<file path="src/rtl/icache_line_filler.sv">
// ICache line filler: queues fill requests and streams each line into the data SRAM.
// Optional ICFILL_CWF_EN selects critical-word-first bursts that wrap within the line.
module icache_line_filler #(
  parameter int BEATS   = 4,
  parameter int CADDR_W = 12,
  parameter int QDEPTH  = 2
) (
  input  logic                     clk,
  input  logic                     rst,
  input  logic                     IN_reqValid,
  input  logic [31:0]              IN_reqReadAddr,
  input  logic [CADDR_W-1:0]       IN_reqCacheAddr,
  input  logic [1:0]               IN_reqCacheID,
  output logic                     OUT_stall,
  output logic                     OUT_arValid,
  input  logic                     IN_arReady,
  output logic [31:0]              OUT_arAddr,
  input  logic                     IN_rValid,
  input  logic [31:0]              IN_rData,
  input  logic                     IN_rLast,
  output logic                     OUT_rReady,
  output logic                     OUT_cacheWE,
  output logic [CADDR_W-1:0]       OUT_cacheAddr,
  output logic [31:0]              OUT_cacheData,
  output logic                     OUT_xferValid,
  output logic [31:0]              OUT_xferAddr,
  output logic [$clog2(BEATS):0]   OUT_xferProgress,
  output logic [$clog2(BEATS)-1:0] OUT_xferStartWord,
  output logic                     OUT_done,
  output logic [1:0]               OUT_doneCacheID
);
  localparam int IW = $clog2(BEATS);
  localparam int PW = IW + 1;
  localparam int QW = (QDEPTH > 1) ? $clog2(QDEPTH) : 1;
  localparam int CW = $clog2(QDEPTH + 1);
  localparam logic [PW-1:0] LAST_BEAT = PW'(BEATS - 1);
  localparam logic [CW-1:0] FULL      = CW'(QDEPTH);
  localparam logic [QW-1:0] PTR_MAX   = QW'(QDEPTH - 1);

  typedef struct packed {
    logic [31:0]        raddr;
    logic [CADDR_W-1:0] caddr;
    logic [1:0]         id;
  } req_t;

  typedef enum logic [1:0] {
    IDLE,
    ADDR,
    DATA,
    DONE
  } state_t;

  state_t             state_q, state_d;
  req_t               buf_q [QDEPTH];
  logic [QW-1:0]      wr_ptr_q, wr_ptr_d;
  logic [QW-1:0]      rd_ptr_q, rd_ptr_d;
  logic [CW-1:0]      cnt_q, cnt_d;
  req_t               cur_q, cur_d;
  logic [PW-1:0]      prog_q, prog_d;
  logic               wr_v_q, wr_v_d;
  logic [31:0]        wr_data_q, wr_data_d;
  logic [CADDR_W-1:0] wr_addr_q, wr_addr_d;
  logic               done_q, done_d;
  logic [1:0]         done_id_q, done_id_d;

  logic               enq;
  logic               pop;
  logic               beat;
  logic [IW-1:0]      start_w;
  logic               unused_bits;

  assign OUT_stall   = (cnt_q == FULL);
  assign enq         = IN_reqValid && !OUT_stall;
  assign OUT_arValid = (state_q == ADDR);
  assign OUT_rReady  = (state_q == DATA);
  assign beat        = OUT_rReady && IN_rValid;

`ifdef ICFILL_CWF_EN
  assign start_w    = cur_q.raddr[2 +: IW];
  assign OUT_arAddr = {cur_q.raddr[31:2], 2'b00};
`else
  assign start_w    = '0;
  assign OUT_arAddr = {cur_q.raddr[31:IW+2], {(IW+2){1'b0}}};
`endif

  assign OUT_xferAddr      = {cur_q.raddr[31:IW+2], {(IW+2){1'b0}}};
  assign OUT_xferStartWord = start_w;
  assign OUT_xferValid     = (state_q != IDLE);
  assign OUT_xferProgress  = prog_q;
  assign OUT_cacheWE       = wr_v_q;
  assign OUT_cacheAddr     = wr_addr_q;
  assign OUT_cacheData     = wr_data_q;
  assign OUT_done          = done_q;
  assign OUT_doneCacheID   = done_id_q;
  assign unused_bits = ^{cur_q.raddr[IW+1:0], cur_q.caddr[IW-1:0]};

  always_comb begin
    state_d   = state_q;
    cur_d     = cur_q;
    prog_d    = prog_q;
    wr_ptr_d  = wr_ptr_q;
    rd_ptr_d  = rd_ptr_q;
    wr_v_d    = beat;
    wr_data_d = wr_data_q;
    wr_addr_d = wr_addr_q;
    done_d    = 1'b0;
    done_id_d = done_id_q;
    pop       = 1'b0;

    if (enq) begin
      wr_ptr_d = (wr_ptr_q == PTR_MAX) ? '0 : wr_ptr_q + 1'b1;
    end

    unique case (state_q)
      IDLE: begin
        if (|cnt_q) begin
          pop     = 1'b1;
          state_d = ADDR;
        end
      end
      ADDR: begin
        if (IN_arReady) state_d = DATA;
      end
      DATA: begin
        if (beat && prog_q == LAST_BEAT) state_d = DONE;
      end
      DONE: begin
        done_d    = 1'b1;
        done_id_d = cur_q.id;
        prog_d    = '0;
        // chain straight into the next burst when one is waiting
        if (|cnt_q) begin
          pop     = 1'b1;
          state_d = ADDR;
        end else begin
          state_d = IDLE;
        end
      end
      default: state_d = IDLE;
    endcase

    if (pop) begin
      cur_d    = buf_q[rd_ptr_q];
      rd_ptr_d = (rd_ptr_q == PTR_MAX) ? '0 : rd_ptr_q + 1'b1;
    end

    if (beat) begin
      prog_d    = prog_q + 1'b1;
      wr_data_d = IN_rData;
      wr_addr_d = {cur_q.caddr[CADDR_W-1:IW], start_w + prog_q[IW-1:0]};
    end

    cnt_d = cnt_q + CW'(enq) - CW'(pop);
  end

  always_ff @(posedge clk) begin
    if (rst) begin
      state_q   <= IDLE;
      wr_ptr_q  <= '0;
      rd_ptr_q  <= '0;
      cnt_q     <= '0;
      cur_q     <= '0;
      prog_q    <= '0;
      wr_v_q    <= 1'b0;
      wr_data_q <= '0;
      wr_addr_q <= '0;
      done_q    <= 1'b0;
      done_id_q <= '0;
    end else begin
      state_q   <= state_d;
      wr_ptr_q  <= wr_ptr_d;
      rd_ptr_q  <= rd_ptr_d;
      cnt_q     <= cnt_d;
      cur_q     <= cur_d;
      prog_q    <= prog_d;
      wr_v_q    <= wr_v_d;
      wr_data_q <= wr_data_d;
      wr_addr_q <= wr_addr_d;
      done_q    <= done_d;
      done_id_q <= done_id_d;
    end
  end

  always_ff @(posedge clk) begin
    if (enq) begin
      buf_q[wr_ptr_q] <= '{IN_reqReadAddr, IN_reqCacheAddr, IN_reqCacheID};
    end
  end

`ifndef SYNTHESIS
  always_ff @(posedge clk) begin
    if (!rst) begin
      assert (!(IN_reqValid && OUT_stall))
        else $error("icache_line_filler: request while stalled");
      if (beat) begin
        assert (IN_rLast == (prog_q == LAST_BEAT))
          else $error("icache_line_filler: rLast disagrees with beat count");
      end
    end
  end
`endif

endmodule
</file>
<file path="config.mk">
export PLATFORM = sky130hd
export DESIGN_NAME = icache_line_filler
export DESIGN_NICKNAME = d
export VERILOG_FILES = /design/src/rtl/icache_line_filler.sv
export SDC_FILE = /design/constraint.sdc
export NUM_CORES = 1
export LEC_CHECK = 0
export ABC_AREA = 1
export CAP_MARGIN = 40
export CORE_ASPECT_RATIO = 0.9
export CORE_UTILIZATION = 47
export CTS_CLUSTER_DIAMETER = 100
export DETAILED_ROUTE_END_ITERATION = 12
export GPL_ROUTABILITY_DRIVEN = 0
export MAX_ROUTING_LAYER = met4
export PLACE_DENSITY = 0.77
export SYNTH_ARGS = -nofsm -noshare
export SYNTH_HDL_FRONTEND = slang
export SYNTH_SLANG_ARGS = --single-unit
</file>
<file path="constraint.sdc">
create_clock -name clk -period 3.45 [get_ports clk]
set_input_delay 0.69 -clock clk [delete_from_list [all_inputs] [get_ports clk]]
set_output_delay 0.69 -clock clk [all_outputs]
set_load 0.01 [all_outputs]
</file>
==> flow_metrics.tcl <==
set metrics [dict create \
    worstSetupStartpointType "flip-flop" \
    fin_util_pct 63.9 \
    synth-seq-cells 177 \
    yosysTopAreaCell "edfxtp_1" \
    hold_buffers 0 \
    r2r_slack_ns 1.36 \
    worst_pin_slew_ns 0.801 \
    yosys_warnings 0 \
    power_leakage_nw 3.49 \
    synth_top_area_share_pct 34.7 \
    firstDrtPassIters 4 \
    max_freq_ghz 0.407 \
    grt_max_degree 55 \
    grt_util_met3_pct 7.59 \
    hold_violations 0 \
    clk_latency_ns 0.42 \
    ios 205 \
    cts_buffer_depth 2 \
    hold_slack_ns 0.461 \
    powerDensity_nw_per_um2 757 \
    drc 0 \
    dieArea_um2 15200 \
    setup_viol 0 \
    grt-busiest-layer "met2" \
    ctsResizeCount 0 \
    die_h_um 117 \
    via_count 4907 \
    path_clk_slew_ns 0.06 \
    grt_remaining_overflow 0 \
    rsz0062_at_grt "false" \
    port_buffers 187 \
    post_drt_wl_per_cell_um 13.4 \
    design_area_um2 9080 \
    core_area_um2 14200 \
    layoutNonFillerInstCount 1059 \
    ff_latch_area_um2 4350 \
    synth_ff_type "dfxtp_1" \
    area_delta_synth_final_pct 31.1 \
    clock-sinks 177 \
    synth-edff-count 80 \
    crit_top_cell "inv_1" \
    setup_slack_ns 0.991 \
    synth_cell_types 22 \
    endpoint "OUT_xferValid" \
    detail_route.vias_per_cell 4.63 \
    slowest_stage "clkdlybuf4s50_1" \
    start_util_pct 48.8 \
    routed_wl_mm 14.2 \
    cts_buffers 17 \
    tns_ns 0 \
    post_cts_buffers 0 \
    final.min_clock_period_ns 2.46 \
    synthCells 730 \
    num_rows 41 \
    relSlewSlack_pct 46.5 \
    cap_violations 0 \
    critPathKind "reg2out" \
    hpwl_mm 9.21 \
    synth_area_leaders "edfxtp_1 35%, dfxtp_1 28%, nand2_1 12%" \
    power.total_mw 6.87 \
    slew_viol_final 0 \
    cts_tree "yes" \
    antenna_found_initial 2 \
    worstRegToRegCells 11 \
    drtIter0Drc 234 \
    drive_gt1_share_pct 5.44 \
    min_period_over_period_pct 71.3 \
    critical_path.cell_chain "inv_1 > ha_1 > inv_1 > clkdlybuf4s50_1" \
    skew_ns 0.00927 \
    arrival_ns 1.77 \
    grt_pass1_wl_mm 22.2 \
    fillCellCount 1151 \
    gr-usage-met2_pct 33.9 \
    status "complete, no violations" \
    postSynth.asyncResetShare_pct 0 \
    hp-class "reg2reg" \
    synth_seq_area_share_pct 62.7 \
    startpoint "state_q[0]" \
    pre_cts_ws_ns 1.05 \
    avgSynthCellArea_um2 9.49 \
    r2r_start "state_q[0]" \
    r2r-end "cnt_q[1]" \
    ant_nets 0 \
    cp_max_fo 5 \
    slowest_delay_ns 0.55 \
    grt_usage_pct 20.1 \
    cts.htree.levels 4 \
    clockRootBuffer "clkbuf_16" \
    crit_required_ns 2.76 \
    die_w_um 130 \
    grt_pass1_vias 4681 \
    end_kind "output port" \
    vdd_drop_max_uv 403 \
    use_met1_pct 22.0 \
    dp_cells 1027 \
    multi_input_area_um2 1900 \
    syn_area_um2 6930 \
    placed_area_um2 8510 \
    final_nets 945 \
]
## power by group
part / internal, mW / switching (mW)
clock network: 1.14 / 0.735
registers: 2.63 / 0.220
logic: 1.01 / 1.13
## sequential cells by signal, summed over array words and instances (netlist names), 2 cells and up
register / cells
buf_q: 80
OUT_xferProgress: 3
cur_q: 12
OUT_doneCacheID: 2
OUT_arAddr: 28
cnt_q: 2
OUT_cacheAddr: 12
state_q: 2
OUT_cacheData: 32
## area by class of cell
type | instances | area share, %
Sequential cell | 177 | 47.8
Timing Repair Buffer | 196 | 21.6
Multi-Input combinational cell | 444 | 20.9
Clock buffer | 21 | 4.96
Tap cell | 193 | 2.66
Clock inverter | 9 | 1.29
Inverter | 17 | 0.702
Antenna cell | 2 | 0.0551
## layer usage
metal	up-vias	routed length, um
li1	2526	-
met1	2195	5980
met2	176	6670
met3	10	1400
met4	0	139
met5	-	0
## critical path: cells and delay by family, from the launching register on
kind                     cells  cell delay (ns)
adder cells (fa/ha/maj)      1             0.23
buffers and inverters        3             0.74
flip-flops                   1             0.39
## logic make-up after synthesis
kind of cell             Yosys count  share of synthesized area (%)
adder cells (fa/ha/maj)            8                           1.44
flip-flops                       177                           62.7
other                              1                         0.0541
XOR/XNOR                           1                          0.126
buffers and inverters            118                           10.6
AO/OA/AOI/OAI                     93                           6.84
AND/OR/NAND/NOR                  332                           18.3
## Yosys cell counts, types with 2 or more instances
| cell type | count |
|---|---|
| inv_1 | 12 |
| clkbuf_1 | 9 |
| nand3_1 | 3 |
| buf_2 | 22 |
| ha_1 | 8 |
| nand2_2 | 2 |
| edfxtp_1 | 80 |
| inv_2 | 4 |
| nor2_1 | 104 |
| o21ai_1 | 6 |
| dfxtp_1 | 97 |
| buf_4 | 70 |
| o21ai_0 | 42 |
| a21oi_1 | 43 |
| nand2_1 | 221 |
## cell usage in the layout, fill, tap and decap left out, types with 4 or more instances in the layout
cell type / netlist / final
o21ai_0: 42 / 42
clkbuf_16: 0 / 17
o21ai_1: 6 / 6
inv_1: 12 / 12
clkinv_2: 0 / 4
inv_2: 4 / 4
clkdlybuf4s50_1: 0 / 186
ha_1: 8 / 8
buf_4: 70 / 7
dfxtp_1: 97 / 96
conb_1: 1 / 10
nor2_1: 104 / 102
edfxtp_1: 80 / 80
nand2_1: 221 / 221
a21oi_1: 43 / 43
## how the worst min path moves through the flow
stage                to  slack (ns)     start  depth (start not counted)
2_1_floorplan  cur_q[4]        0.44  cur_q[4]                          2
3_3_place_gp   cur_q[9]        0.45  cur_q[9]                          2
3_5_place_dp   cur_q[8]        0.45  cur_q[8]                          2
4_1_cts        cur_q[8]        0.46  cur_q[8]                          2
5_1_grt        cur_q[1]        0.48  cur_q[1]                          2
6_report       cur_q[9]        0.46  cur_q[9]                          2
No activity file was read; power rests on OpenSTA's default activity.
